$ cat config.mk
export PLATFORM = sky130hd
export DESIGN_NAME = td4_prog_mem_flat
export DESIGN_NICKNAME = d
export VERILOG_FILES = /design/src/rtl/td4_prog_mem_if.sv /design/src/rtl/td4_prog_mem.sv /design/src/flat_wrapper.sv
export SDC_FILE = /design/constraint.sdc
export NUM_CORES = 1
export LEC_CHECK = 0
export BUFFER_PORTS_ARGS = -buffer_cell sky130_fd_sc_hd__buf_2
export CORE_MARGIN = 1.5
export CORE_UTILIZATION = 39
export DETAILED_ROUTE_END_ITERATION = 16
export PLACE_DENSITY = 0.66
export SETUP_SLACK_MARGIN = 0.3
export SYNTH_ARGS = -nofsm -noshare
export SYNTH_HDL_FRONTEND = slang
export SYNTH_SLANG_ARGS = --single-unit
$ cat constraint.sdc
create_clock -name clk -period 2.2 [get_ports clk]
set_input_delay 0.11 -clock clk [delete_from_list [all_inputs] [get_ports clk]]
set_output_delay 0.11 -clock clk [all_outputs]
set_load 0.1 [all_outputs]
$ cat src/rtl/td4_prog_mem_if.sv
// rtl/td4_prog_mem_if.sv - program-load byte stream between loader and program memory
interface td4_prog_mem_if #(
  parameter int DATA_W = 8
) ();
  logic              load_start;
  logic [DATA_W-1:0] ld_data;
  logic              ld_valid;
  logic              ld_ready;

  modport master (output load_start, ld_data, ld_valid, input ld_ready);
  modport slave  (input load_start, ld_data, ld_valid, output ld_ready);
endinterface

$ cat src/rtl/td4_prog_mem.sv
// rtl/td4_prog_mem.sv - TD4 program memory with checksum-verified stream loader
// Holds the core in reset until a full program plus a zero-sum checksum byte has been accepted.
module td4_prog_mem #(
  parameter int ADDR_W = 4,
  parameter int DATA_W = 8
) (
  input  logic              clk,
  input  logic              reset,
  input  logic [ADDR_W-1:0] adr,
  output logic [DATA_W-1:0] instr,
  td4_prog_mem_if.slave     ld,
  output logic              cpu_reset,
  output logic              loaded,
  output logic              load_done,
  output logic              ld_error
);
  localparam int DEPTH = 2 ** ADDR_W;

  typedef enum logic [2:0] {
    S_HOLD,
    S_LOAD,
    S_CHECK,
    S_RELEASE,
    S_RUN
  } state_t;

  state_t            state_q, state_d;
  logic [ADDR_W-1:0] wptr_q, wptr_d;
  logic [DATA_W-1:0] sum_q, sum_d;
  logic              err_q, err_d;
  logic [DATA_W-1:0] mem_q [DEPTH];
  logic              we;
  logic              xfer;
  logic [DATA_W-1:0] sum_chk;

  assign xfer    = ld.ld_valid & ld.ld_ready;
  assign sum_chk = sum_q + ld.ld_data;

  always_comb begin
    state_d = state_q;
    wptr_d  = wptr_q;
    sum_d   = sum_q;
    err_d   = err_q;
    we      = 1'b0;
    if (ld.load_start) begin
      // restart wins over any transfer presented in the same cycle
      state_d = S_LOAD;
      wptr_d  = '0;
      sum_d   = '0;
      err_d   = 1'b0;
    end else begin
      unique case (state_q)
        S_LOAD: begin
          if (xfer) begin
            we     = 1'b1;
            sum_d  = sum_chk;
            wptr_d = wptr_q + 1'b1;
            if (&wptr_q) state_d = S_CHECK;
          end
        end
        S_CHECK: begin
          if (xfer) begin
            if (sum_chk == '0) begin
              state_d = S_RELEASE;
            end else begin
              state_d = S_HOLD;
              err_d   = 1'b1;
            end
          end
        end
        S_RELEASE: state_d = S_RUN;
        default:   state_d = state_q;
      endcase
    end
  end

  always_ff @(posedge clk) begin
    if (reset) begin
      state_q <= S_HOLD;
      wptr_q  <= '0;
      sum_q   <= '0;
      err_q   <= 1'b0;
    end else begin
      state_q <= state_d;
      wptr_q  <= wptr_d;
      sum_q   <= sum_d;
      err_q   <= err_d;
    end
  end

  always_ff @(posedge clk) begin
    if (reset) begin
      for (int i = 0; i < DEPTH; i++) mem_q[i] <= '0;
    end else if (we) begin
      mem_q[wptr_q] <= ld.ld_data;
    end
  end

  assign instr       = mem_q[adr];
  assign ld.ld_ready = (state_q == S_LOAD) || (state_q == S_CHECK);
  assign cpu_reset   = (state_q != S_RUN);
  assign loaded      = (state_q == S_RELEASE) || (state_q == S_RUN);
  assign load_done   = (state_q == S_RELEASE);
  assign ld_error    = err_q;
endmodule

$ cat src/flat_wrapper.sv
// flat-port wrapper written by rule: the top's interface ports become plain ports
module td4_prog_mem_flat 
#(
  parameter int ADDR_W = 4,
  parameter int DATA_W = 8
)
  (clk, reset, adr, instr, cpu_reset, loaded, load_done, ld_error, ld_load_start, ld_ld_data, ld_ld_valid, ld_ld_ready);
  td4_prog_mem_if #(.DATA_W(DATA_W)) ld_i ();
  input  logic clk;
  input  logic reset;
  input  logic [ADDR_W-1:0] adr;
  output logic [DATA_W-1:0] instr;
  output logic cpu_reset;
  output logic loaded;
  output logic load_done;
  output logic ld_error;
  input wire logic [$bits(ld_i.load_start)-1:0] ld_load_start;
  input wire logic [$bits(ld_i.ld_data)-1:0] ld_ld_data;
  input wire logic [$bits(ld_i.ld_valid)-1:0] ld_ld_valid;
  output wire logic [$bits(ld_i.ld_ready)-1:0] ld_ld_ready;
  assign ld_i.load_start = ld_load_start;
  assign ld_i.ld_data = ld_ld_data;
  assign ld_i.ld_valid = ld_ld_valid;
  assign ld_ld_ready = ld_i.ld_ready;
  td4_prog_mem #(.ADDR_W(ADDR_W), .DATA_W(DATA_W)) u_core (.clk(clk), .reset(reset), .adr(adr), .instr(instr), .ld(ld_i), .cpu_reset(cpu_reset), .loaded(loaded), .load_done(load_done), .ld_error(ld_error));
endmodule
==> summary.md <==
| Metric | Value |
|---|---|
| Status | finished with violations |
| Failing checks | setup timing |
| Hold Path Class | input port to flip-flop |
| Clk sinks | 144 |
| Vias in the first global route | 4369 |
| DR vias | 4257 |
| Placed insts | 762 |
| Fin. Hold Viols | 0 |
| RSZ-0062 raised after global routing | yes |
| Final setup violation count | 1 |
| Hold path start | ld_ld_data[0] |
| Peak Freq | 446 MHz |
| Syn-to-layout area delta | 22.5% |
| Layout filler cell count | 1459 |
| Worst setup margin | -0.0427 ns |
| Critical path required time | 2.50 ns |
| Clk root buf | clkbuf_16 |
| Leakage | 3.12 nW |
| Final std cells w/o fill | 796 |
| Gr usage total | 17.9% |
| WL final | 15500 um |
| R2R depth | 8 |
| Largest net degree at the start of global routing | 33 |
| Clk_skew | 0.00863 ns |
| Post-synth EDFFs | 128 |
| Mean Syn Cell Area | 14.0 sq um |
| Core area | 17400 sq um |
| Initial cell density of the core | 40.0% |
| Setup CP Type | flip-flop to flip-flop |
| Num CTS Buffers | 17 |
| Crit-path max cell delay | 0.51 ns |
| Worst slew margin | 67.6% |
| Clk pin slew, worst setup/hold paths | 0.06 ns |
| Min Clock Period, post-route | 2.24 ns |
| Setup TNS | -0.0427 ns |
| Reg2reg start | u_core.sum_q[0]$_SDFFE_PP0N_ |
| FF+latch count, synth | 144 |
| Main synth FF type | edfxtp_1 |
| Synth cell count leaders | edfxtp_1, and2_1, mux4_2 |
| Largest area contributor in the synthesized netlist | edfxtp_1 |
| Cell Pwr Density | 779 nW/um^2 |
| Design Area, Final | 8500 sq um |
| Final core occ | 49.0% |
| Dominant cells by area after synthesis | edfxtp_1, mux4_2, and2_1 |
| Total of max-cap violations | 0 |
| Crit end category | flip-flop |
| Final Max Tran Viols | 0 |
| Port Buffer Count | 28 |
| Final net count | 586 |
| Remaining antenna violation count | 0 |
| Ant diodes | 0 |
| Peak supply drop | 0.000606 V |
| DIE AREA | 18600 sq um |
| DRC Markers | 0 |
| Die Span Y | 136 um |
| Worst setup path end | u_core.ld_error$_SDFFE_PP0P_ |
| Cell with the most instances after synthesis | edfxtp_1 |
| WHS | 0.123 ns |
| Critical path's slowest cell | or4b_4 |
| Synth warnings | 0 |
| Clk buf depth | 2 |
| Via/cell ratio | 5.35 |
| Global-route wire length before repair | 24000 um |
| Post-Syn Area | 6940 sq um |
| Area share of the largest cell type after synthesis | 55.4% |
| Worst path cell trace | ha_4 -> inv_2 -> fa_2 -> nand2b_4 -> a21oi_4 -> xor2_1 -> or4b_4 -> o41a_1 |
| Drt first pass iters | 5 |
| Critical Path Fanout Max | 3 |
| Actual slew at the worst max-slew pin | 0.490 ns |
| Rows | 48 |
| Num ports | 29 |
| Die W | 136 um |
| Syn Inst Count | 494 |
| Drt first-iter violations | 334 |
| R2R Setup Slk | -0.04 ns |
| Share of layout cells above drive strength 1 | 33.8% |
| RR Endpoint | u_core.ld_error$_SDFFE_PP0P_ |
| Routability cong. | 0.872 |
| CTS tree | yes |
| Placed Area | 7660 sq um |
| Total gr overflow | 0 |
| Syn Nets | 522 |
| Final worst path period share | 102% |
| Sequential share of the synthesized area | 60.0% |
| Initial antenna violation count | 0 |
| Synth cell types | 47 |
| WP data arrival | 2.55 ns |
| Worst skew pair latency | 0.42 ns |
| Final HPWL from detailed placement | 10500 um |
| Post-synth ARST share | 0% |
| WL/cell | 19.5 um |
| CP startpoint kind | flip-flop |
| Setup crit start | u_core.sum_q[0]$_SDFFE_PP0N_ |
| H-tree levels | 4 |
layout make-up:
| type | count | area [sq um] | share of cell area [%] |
|---|---|---|---|
| Inverter | 7 | 27.5 | 0.324 |
| Clock buffer | 19 | 433 | 5.09 |
| Timing Repair Buffer | 74 | 653 | 7.68 |
| Multi-Input combinational cell | 314 | 2800 | 32.9 |
| Clock inverter | 13 | 145 | 1.71 |
| Tap cell | 225 | 282 | 3.31 |
| Sequential cell | 144 | 4170 | 49.0 |
kinds of logic after synthesis:
family / count (synthesis) / synth area share [%]
simple gates: 217 / 18.0
flops: 144 / 60.0
mux: 40 / 13.0
compound gates: 37 / 3.79
xor+xnor: 8 / 1.01
buf+inv: 36 / 2.00
fa+ha+maj: 12 / 2.27
power breakdown:
part | internal [mW] | switching [mW] | leakage (nW)
sequential | 3.06 | 0.0300 | 1.44
combinational | 0.288 | 0.433 | 1.41
clock | 1.76 | 1.05 | 0.281
total | 5.11 | 1.52 | 3.12
worst min path at each step:
stage,end,slack [ns],cells past startpoint
final,u_core.sum_q[0]$_SDFFE_PP0N_,0.12,4
after CTS,u_core.state_q[0]$_SDFFE_PP0P_,0.12,3
after global routing,u_core.state_q[0]$_SDFFE_PP0P_,0.14,3
after global placement,u_core.state_q[0]$_SDFFE_PP0P_,0.41,3
after detailed placement,u_core.state_q[0]$_SDFFE_PP0P_,0.39,3
after floorplan,u_core.state_q[0]$_SDFFE_PP0P_,0.28,2
flip-flops by register name, indices dropped and copies added, names as in the netlist:
| register | cells |
|---|---|
| u_core.wptr_q | 4 |
| u_core.sum_q | 8 |
| u_core.state_q | 3 |
| u_core.ld_error | 1 |
| u_core.mem_q | 128 |
per-layer routing:
layer	wire length (um)	up-vias	track usage (%)
li1	-	1951	-
met1	6560	2131	22.6
met3	832	30	4.10
met5	0	-	0
met2	7610	145	28.8
met4	501	0	9.16
what timing repair did:
action,in CTS,in global routing
hold endpoints to repair,1,0
hold buffers,1,0
pin swaps,3,8
endpoints found under the setup margin,141,138
setup buffers,1,0
gates resized for setup,41,22
per-stage QoR:
step	worst slack, ns	power (mW)
after floorplan	0.0339	3.58
after global placement	-0.0221	3.76
after detailed placement	-0.0543	3.77
after CTS	-0.0400	6.65
after global routing	-0.130	6.80
final	-0.0427	6.62
critical path: cells and delay by family (launching register included):
family                     cells  cell delay, ns
buffers and inverters          1            0.03
xor gates and xnor gates       1            0.09
adders and majority gates      2            0.48
and+or+nand+nor                2            0.68
DFF                            1            0.34
AOI/OAI and AO/OA              2            0.50
cells in the final DEF (no fill, tap or decap), types with 5 or more instances in the layout:
cell	netlist	routed
a21oi_1	15	12
and2_1	112	112
buf_12	0	11
buf_2	3	20
buf_4	0	40
clkbuf_16	0	17
dfxtp_1	16	13
edfxtp_1	128	128
ha_1	11	9
mux4_2	40	40
nand2_1	24	19
nand2_2	0	5
nor2_1	28	25
nor3_1	12	12
or2_2	17	14
No activity file was read; power rests on OpenSTA's default activity.
